==> src/rtl/uart_pkg.sv <==
// Shared UART definitions: serialiser state encoding and line levels.
// Used by uart_tx_unit and the planned uart_rx_unit.
package uart_pkg;

   typedef enum logic [2:0] {
      IDLE,
      START,
      DATA,
      PARITY,
      STOP
   } tx_state_t;

   localparam int   UART_DATA_BITS   = 8;
   localparam logic UART_IDLE_LEVEL  = 1'b1;
   localparam logic UART_START_LEVEL = 1'b0;

endpackage

==> src/rtl/sync_fifo.sv <==
// Single-clock FIFO with registered count/full/empty and a head-of-queue read port.
// DEPTH must be a power of two (>= 2) so the pointers wrap naturally.
module sync_fifo #(
   parameter int WIDTH = 8,
   parameter int DEPTH = 16
) (
   input  logic                     clk,
   input  logic                     rstn,
   input  logic                     wr_en,
   input  logic [WIDTH-1:0]         wdata,
   input  logic                     rd_en,
   output logic [WIDTH-1:0]         rdata,
   output logic [$clog2(DEPTH):0]   count,
   output logic                     full,
   output logic                     empty
);

   localparam int PW = $clog2(DEPTH);
   localparam int CW = PW + 1;

   logic [WIDTH-1:0] r_mem [DEPTH];
   logic [PW-1:0]    r_wr_ptr;
   logic [PW-1:0]    r_rd_ptr;
   logic [CW-1:0]    r_count;
   logic             r_full;
   logic             r_empty;

   logic             w_push;
   logic             w_pop;
   logic [CW-1:0]    w_count_next;

   // Qualifiers use the registered flags, so a push while full is dropped even if a pop frees a slot.
   assign w_push = wr_en && !r_full;
   assign w_pop  = rd_en && !r_empty;

   always_comb begin
      w_count_next = r_count;
      if (w_push && !w_pop) begin
         w_count_next = r_count + CW'(1);
      end else if (!w_push && w_pop) begin
         w_count_next = r_count - CW'(1);
      end
   end

   always_ff @(posedge clk or negedge rstn) begin
      if (!rstn) begin
         r_wr_ptr <= '0;
         r_rd_ptr <= '0;
         r_count  <= '0;
         r_full   <= 1'b0;
         r_empty  <= 1'b1;
      end else begin
         if (w_push) begin
            r_wr_ptr <= r_wr_ptr + PW'(1);
         end
         if (w_pop) begin
            r_rd_ptr <= r_rd_ptr + PW'(1);
         end
         r_count <= w_count_next;
         r_full  <= (w_count_next == CW'(DEPTH));
         r_empty <= (w_count_next == '0);
      end
   end

   always_ff @(posedge clk) begin
      if (w_push) begin
         r_mem[r_wr_ptr] <= wdata;
      end
   end

   assign rdata = r_mem[r_rd_ptr];
   assign count = r_count;
   assign full  = r_full;
   assign empty = r_empty;

endmodule

==> src/rtl/uart_tx_unit.sv <==
// UART transmitter: byte FIFO feeding an 8N1 serialiser (LSB first, idle-high line).
// Define UART_TX_PARITY_EN to insert an even-parity bit, giving 8E1 frames.
module uart_tx_unit
   import uart_pkg::*;
#(
   parameter int CLKS_PER_BIT = 868,
   parameter int FIFO_DEPTH   = 16
) (
   input  logic       clk,
   input  logic       rstn,
   input  logic [7:0] uart_tx_data,
   input  logic       uart_wr_en,
   output logic       full,
   output logic       txd,
   output logic       busy
);

   localparam int                BAUD_W    = $clog2(CLKS_PER_BIT);
   localparam int                CNT_W     = $clog2(FIFO_DEPTH) + 1;
   localparam logic [BAUD_W-1:0] BAUD_LAST = BAUD_W'(CLKS_PER_BIT - 1);
   localparam logic [2:0]        IDX_LAST  = 3'(UART_DATA_BITS - 1);

   tx_state_t         r_state;
   tx_state_t         w_state_next;
   logic [BAUD_W-1:0] r_baud;
   logic [BAUD_W-1:0] w_baud_next;
   logic [2:0]        r_idx;
   logic [2:0]        w_idx_next;
   logic [7:0]        r_sh;
   logic [7:0]        w_sh_next;
   logic              r_txd;
   logic              w_txd_next;
   logic              r_busy;
   logic              w_busy_next;
   logic              w_pop;
   logic              w_baud_last;

   logic [7:0]        w_fifo_rdata;
   logic [CNT_W-1:0]  w_fifo_count;
   logic              w_fifo_full;
   logic              w_fifo_empty;

   sync_fifo #(
      .WIDTH (8),
      .DEPTH (FIFO_DEPTH)
   ) u_fifo (
      .clk   (clk),
      .rstn  (rstn),
      .wr_en (uart_wr_en),
      .wdata (uart_tx_data),
      .rd_en (w_pop),
      .rdata (w_fifo_rdata),
      .count (w_fifo_count),
      .full  (w_fifo_full),
      .empty (w_fifo_empty)
   );

   assign w_baud_last = (r_baud == BAUD_LAST);

   // txd is registered from the current state, so the line lags the FSM by one cycle.
   always_comb begin
      w_state_next = r_state;
      w_baud_next  = r_baud;
      w_idx_next   = r_idx;
      w_sh_next    = r_sh;
      w_pop        = 1'b0;
      w_txd_next   = UART_IDLE_LEVEL;
      case (r_state)
         IDLE: begin
            if (!w_fifo_empty) begin
               w_pop        = 1'b1;
               w_sh_next    = w_fifo_rdata;
               w_baud_next  = '0;
               w_idx_next   = '0;
               w_state_next = START;
            end
         end
         START: begin
            w_txd_next = UART_START_LEVEL;
            if (w_baud_last) begin
               w_baud_next  = '0;
               w_idx_next   = '0;
               w_state_next = DATA;
            end else begin
               w_baud_next = r_baud + BAUD_W'(1);
            end
         end
         DATA: begin
            w_txd_next = r_sh[r_idx];
            if (w_baud_last) begin
               w_baud_next = '0;
               if (r_idx == IDX_LAST) begin
`ifdef UART_TX_PARITY_EN
                  w_state_next = PARITY;
`else
                  w_state_next = STOP;
`endif
               end else begin
                  w_idx_next = r_idx + 3'd1;
               end
            end else begin
               w_baud_next = r_baud + BAUD_W'(1);
            end
         end
`ifdef UART_TX_PARITY_EN
         PARITY: begin
            w_txd_next = ^r_sh;
            if (w_baud_last) begin
               w_baud_next  = '0;
               w_state_next = STOP;
            end else begin
               w_baud_next = r_baud + BAUD_W'(1);
            end
         end
`endif
         STOP: begin
            w_txd_next = UART_IDLE_LEVEL;
            if (w_baud_last) begin
               w_baud_next  = '0;
               w_state_next = IDLE;
            end else begin
               w_baud_next = r_baud + BAUD_W'(1);
            end
         end
         default: begin
            w_state_next = IDLE;
         end
      endcase
      w_busy_next = (r_state != IDLE) || (w_fifo_count != '0);
   end

   always_ff @(posedge clk or negedge rstn) begin
      if (!rstn) begin
         r_state <= IDLE;
         r_baud  <= '0;
         r_idx   <= '0;
         r_sh    <= '0;
         r_txd   <= UART_IDLE_LEVEL;
         r_busy  <= 1'b0;
      end else begin
         r_state <= w_state_next;
         r_baud  <= w_baud_next;
         r_idx   <= w_idx_next;
         r_sh    <= w_sh_next;
         r_txd   <= w_txd_next;
         r_busy  <= w_busy_next;
      end
   end

   assign txd  = r_txd;
   assign busy = r_busy;
   assign full = w_fifo_full;

endmodule

==> config.mk <==
export PLATFORM = sky130hd
export DESIGN_NAME = uart_tx_unit
export DESIGN_NICKNAME = d
export VERILOG_FILES = /design/src/rtl/uart_pkg.sv /design/src/rtl/sync_fifo.sv /design/src/rtl/uart_tx_unit.sv
export SDC_FILE = /design/constraint.sdc
export NUM_CORES = 1
export LEC_CHECK = 0
export ABC_AREA = 1
export CAP_MARGIN = 10
export CORE_AREA = 2 2 132 134
export CTS_CLUSTER_SIZE = 24
export DETAILED_ROUTE_END_ITERATION = 10
export DIE_AREA = 0 0 134 136
export GPL_TIMING_DRIVEN = 1
export REMOVE_ABC_BUFFERS = 1
export SLEW_MARGIN = 0
export SYNTH_ARGS = -nofsm -noshare
export SYNTH_HDL_FRONTEND = slang
export SYNTH_HIERARCHICAL = 1
export SYNTH_SLANG_ARGS = --single-unit
==> constraint.sdc <==
create_clock -name clk -period 1.62 [get_ports clk]
set_input_delay 0.324 -clock clk [delete_from_list [all_inputs] [get_ports clk]]
set_output_delay 0.324 -clock clk [all_outputs]
set_load 0.1 [all_outputs]
* After elaboration in Yosys (flattened, before gate mapping)
Memories as Yosys holds them, arrays and structs flattened. A register that Yosys moved wholly into a read port is not among the register bits. Cells that the tools add are included.
Storage, ports and cells: bits in registers 33, bits in latches 0, bits in writable memories 128, ROM bits 0, input port bits 11, logic and storage cells 74, memories kept 1
Memories:
- u_fifo.r_mem | depth 16, bits a word 8, rd ports 1, clocked after memory_dff 1, write ports 1, line sync_fifo.sv:21 | logic [WIDTH-1:0] r_mem [DEPTH];
Operators by class: add/subtract/negate cells 6, multiply operators 0, div/mod/pow operators 0, $lt $le $gt $ge 1, eq/ne operators 12, shifts and indexed selects 0, muxes and demuxes 22, bitwise gates (word level) 1, reductions and logical operators 21
Operators with widths (count):
- 3-bit 2-to-1 mux | 8
- 10-bit 2-to-1 mux | 2
- 10-bit case mux with 2 select lines | 1
- 2-bit != test (second input constant) | 6
- 3-bit case mux with 4 select lines | 1
- 10-bit by 1-bit adder with 10-bit output (second input constant) | 1
- 10-bit == test (second input constant) | 1
- 5-bit 2-to-1 mux | 2
- 5-bit AND reduction | 2
- 3-bit case mux with 3 select lines | 1
- 4-bit by 1-bit adder with 4-bit output (second input constant) | 2
- 3-bit == test (second input constant) | 2
- 3-bit nonzero test | 2
- 5-bit by 1-bit adder with 5-bit output (second input constant) | 1
- 5-bit == test (second input constant) | 1
- 1-bit logical NOT | 5
- 5-bit logical NOT | 1
- 1-bit 2-to-1 mux | 5
- 5-bit nonzero test | 1
- 5-bit by 1-bit subtractor with 5-bit output (second input constant) | 1
- 1-bit logical AND | 4
- 3-bit by 4-bit < comparator with 1-bit output (second input constant) | 1
- 2-bit AND reduction | 2
- 3-bit by 1-bit adder with 3-bit output (second input constant) | 1
- other kinds (9) | 9

* Longest topological paths before layout
depth in word-level cells 7, mapped depth 13, mapped depth without buffers 13

* Cells and area by module
Netlist, hierarchy kept.
By module, submodules not included:
- sync_fifo | times used 1, cells each 501, area an instance 5999.5 µm², seq. area each 4220.3 µm²
- uart_tx_unit | times used 1, cells each 187, area an instance 1483.9 µm², seq. area each 651.9 µm²

* Worst setup path before layout
Ideal clock, no wire load.
path kind register -> register, from register u_fifo.r_full, in the netlist u_fifo/full, to memory u_fifo.r_mem[11][0], enable pin, arrival 1.653 ns, required time 1.250 ns, slack -0.403 ns, cell stages (with the launch flop) 5, period minus slack after synthesis 2.023 ns, cells stage by stage dfrtp_1 > nor2_4 > buf_6 > nand2_1 > nor2_1
Between the ends: word-level cells in the longest chain between the ends 4
RTL lines:
- start: declaration | line sync_fifo.sv:25 | logic r_full;
- start signal: assignment | line sync_fifo.sv:60 | r_full <= (w_count_next == CW'(DEPTH));
- 1-bit logical NOT | line sync_fifo.sv:33 | assign w_push = wr_en && !r_full;
- 1-bit logical AND | line sync_fifo.sv:33
- 1-bit 2-to-1 mux | line sync_fifo.sv:66 | if (w_push) begin
- 1-bit 2-to-1 mux (not written as such) | line sync_fifo.sv:67 | r_mem[r_wr_ptr] <= wdata;
- end: declaration | line sync_fifo.sv:21
Every way passes these cells.

==> impl_metrics.yaml <==
sta:
  setup_repair_after_global_routing_missed_its_margin: "yes"
  timing.final.crit_share: 1.06
  slew_violations: 0
  postLayoutSetupSlackWorst_ps: -100
  timing.final.crit_period_ps: 1720
  timing.clock.skew_ps: 8.02
  maximum_clock_frequency_ghz: 0.581
  relSlewSlack: 0.754
  timing.final.setup_violations: 5
  least_margin_pin_slew_ps: 369
  hold_violations: 0
critical_path:
  worst_setup_path_category: "flip-flop to flip-flop"
  critical_path_peak_fanout: 15
  crit_arrival_ps: 2050
  critPathCaptureType: "flip-flop"
  startpoint_type: "flip-flop"
  critPathRequiredTime_ps: 1950
drt:
  avgRoutedWirePerCell_um: 18.3
  drc: 0
  drtAntennaViolNets: 0
  detail_route.iter0.violations: 682
  drtPass1Iterations: 6
  overall_via_count_from_detail_route: 5508
  route.detailed.vias_per_inst: 5.43
  detail_route.wirelength_um: 18600
final_layout:
  synth_to_final_area_change_pct: 27.6
  n_fill_cell: 1380
  antenna_cells_inserted: 0
  post_route_insts_no_fill: 1014
  regArea_mm2: 0.00487
  drive_above_1_share: 0.237
  multi_input_area_mm2: 0.00243
  finish.instance_area_mm2: 0.00955
  layout.nets: 797
clock_tree:
  number_of_buffers_inserted_during_clock_tree_synthesis: 17
  clock_tree.root_cell: "sky130_fd_sc_hd__clkbuf_16"
  cts_tree: "done"
  clockBufferDepth: 2
  clock_latency_ps: 440
  clkSlewWorstSetupHoldPaths_ps: 70
  clock_sink_count: 169
  ctsHtreeMaxLevel: 4
min_path:
  min_path_type: "input pin to async pin"
global_routing:
  initial_antenna_violation_count: 0
  maximum_number_of_pins_on_one_net_before_global_route_repair: 36
  grt.overflow.total: 0
  global_route.usage.total: 0.196
  globalRoute.busiestLayer: "met2"
  grt.met2_usage: 0.326
  global_route.usage.met1: 0.255
  grt_first_pass_wirelength_um: 26500
  grt_pass1_vias: 5136
  grt.met3_usage: 0.0481
pwr:
  power_density_mw_per_mm2: 1870
  seqPwrFrac: 0.331
  share_clk_of_total_power: 0.237
  comb_power_share: 0.432
  power_report.internal_total_mw: 11.0
  power_switching_mw: 6.84
  netSwitchingFraction: 0.384
  leakage_nw: 3.70
  peak_supply_drop_v: 0.00115
synth:
  postSynth.topFlopCell: "sky130_fd_sc_hd__edfxtp_1"
  netlist.top_cell.by_area: "sky130_fd_sc_hd__edfxtp_1"
  synth_cells: 688
  post_synth_main_area_contributors: "sky130_fd_sc_hd__edfxtp_1 51%, sky130_fd_sc_hd__dfrtp_1 13%, sky130_fd_sc_hd__nor2_1 6.2%, sky130_fd_sc_hd__nand2_1 5.2%, sky130_fd_sc_hd__o21ai_0 4.3%"
  synth-async-reset-ratio: 0.243
  synthesis.area_mm2: 0.00748
  synth_seq_area_share: 0.651
  synth_edf_count: 128
  ys.warnings.count: 6
  yosys.area.top_type_share: 0.514
  yosys-top-cells-count: "128 x sky130_fd_sc_hd__edfxtp_1, 124 x sky130_fd_sc_hd__nor2_1, 103 x sky130_fd_sc_hd__nand2_1, 64 x sky130_fd_sc_hd__o21ai_0, 40 x sky130_fd_sc_hd__nand3_1"
  yosysMostFrequentCell: "sky130_fd_sc_hd__edfxtp_1"
  ys_ff_latch: 169
  synth_cell_types: 38
  syn-mean-instance-area_um2: 10.9
place:
  routabilityCongestion: 0.887
  dp.final_hpwl_um: 11500
  placed_area_mm2: 0.00834
  placedCellCount: 956
  placement.io_buffers: 13
  pre_cts_ws_ps: -306
floorplan:
  placement_rows: 48
  fp.dieArea_mm2: 0.0182
  die_w_um: 134
  core_area_mm2: 0.0169
  die-height_um: 136
  start_util: 0.443
  boundaryPins: 14
flow_run:
  maxCapViolCount: 0
status:
  failing_checks: "negative setup slack"
  status: "finished, violations left"
==> flip-flops by register name, indices dropped and copies added (netlist names) <==
signal           count
r_idx                3
u_fifo/r_rd_ptr      4
u_fifo/r_wr_ptr      4
busy                 1
r_baud              10
u_fifo/count         5
r_sh                 8
txd                  1
r_state              3
u_fifo/r_mem       128
u_fifo/empty         1
u_fifo/full          1
==> final cells by class <==
class / count / area share
flip-flops and latches: 169 / 0.510
clock buffers: 17 / 0.0446
clock inverters: 15 / 0.0218
multi-input cells: 449 / 0.254
repair buffers: 96 / 0.121
well taps: 225 / 0.0295
inverters: 43 / 0.0187
==> worst max-delay path, stage by stage, from the launching register on <==
cell	delay [ps]
sky130_fd_sc_hd__dfrtp_2	490
sky130_fd_sc_hd__buf_6	170
sky130_fd_sc_hd__clkbuf_16	170
sky130_fd_sc_hd__o21ai_0	300
sky130_fd_sc_hd__o211ai_1	180
sky130_fd_sc_hd__nand3_1	120
sky130_fd_sc_hd__nand2_1	90
sky130_fd_sc_hd__nand2_1	70
sky130_fd_sc_hd__nand2_1	50
==> layer usage <==
| layer | part of all wire | vias to the layer above |
|---|---|---|
| met3 | 0.073 | 33 |
| met2 | 0.48 | 224 |
| met4 | 0.018 | 0 |
| met1 | 0.43 | 2680 |
| li1 | - | 2571 |
| met5 | 0 | - |
==> timing repair <==
action	4_1_cts	5_1_grt
cloned	0	13
buffers inserted	3	9
hold endpoints to repair	12	0
gates resized for setup	1	90
pin swaps	2	57
hold buffers	1	0
endpoints found under the setup margin	2	19
==> worst paths after layout <==
path                                                startpoint                      to  slack [ps]  cells past startpoint
worst min register to register             r_sh[7]$_DFFE_PN0P_     r_sh[7]$_DFFE_PN0P_         470                      2
worst min-delay path                                      rstn   r_baud[2]$_DFFE_PN0P_         330                      2
worst max register to register  u_fifo/r_rd_ptr[0]$_DFFE_PN0P_     r_sh[4]$_DFFE_PN0P_        -100                      8
min in group clk                           r_sh[7]$_DFFE_PN0P_     r_sh[7]$_DFFE_PN0P_         470                      2
max in group asynchronous                                 rstn  u_fifo/empty$_DFF_PN1_         750                      3
worst max-delay path            u_fifo/r_rd_ptr[0]$_DFFE_PN0P_     r_sh[4]$_DFFE_PN0P_        -100                      8
==> power groups by stage <==
stage          Clock, mW  Sequential, mW  Combinational (mW)
6_report            4.23            5.89                7.70
2_1_floorplan          0            6.25                3.30
5_1_grt             4.49            5.96                8.30
3_5_place_dp           0            5.93                5.93
4_1_cts             4.29            5.85                6.01
3_3_place_gp           0            5.91                5.83
==> metrics by stage <==
stage | hold slack [ps] | utilization | setup TNS [ps] | total power, mW
2_1_floorplan | 28.4 | - | -64250 | 9.54
3_3_place_gp | 260 | 0.494 | -36830 | 11.7
3_5_place_dp | 257 | 0.494 | -36970 | 11.9
4_1_cts | 326 | 0.533 | 0 | 16.2
5_1_grt | 363 | 0.566 | -886 | 18.7
6_report | 329 | 0.566 | -172 | 17.8
==> logic make-up after synthesis <==
kind of cell,count (synthesis),synth area share
AOI/OAI and AO/OA,119,0.0921
xor gates and xnor gates,8,0.00936
adders and majority gates,10,0.0167
buffers and inverters,70,0.0413
DFF,169,0.651
and+or+nand+nor,312,0.189
==> layout by cell type, fill, tap and decap left out, drive strengths merged <==
master / Yosys / routed
o22ai: 1 / 1
ha: 10 / 10
dlygate4sd3: 0 / 1
nand3: 45 / 45
nand2: 116 / 116
a21oi: 6 / 6
xor2: 8 / 8
dfstp: 2 / 2
nor4: 1 / 1
o211ai: 32 / 32
inv: 41 / 48
buf: 18 / 77
nand3b: 2 / 2
edfxtp: 128 / 128
clkbuf: 9 / 26
o21bai: 1 / 1
clkinvlp: 0 / 1
bufinv: 0 / 2
nand4: 15 / 15
dfrtp: 39 / 39
clkdlybuf4s50: 0 / 9
o21ai: 78 / 78
nor2: 130 / 130
or2: 3 / 3
clkinv: 2 / 7
a21boi: 1 / 1
Power figures use the tool's default switching activity.
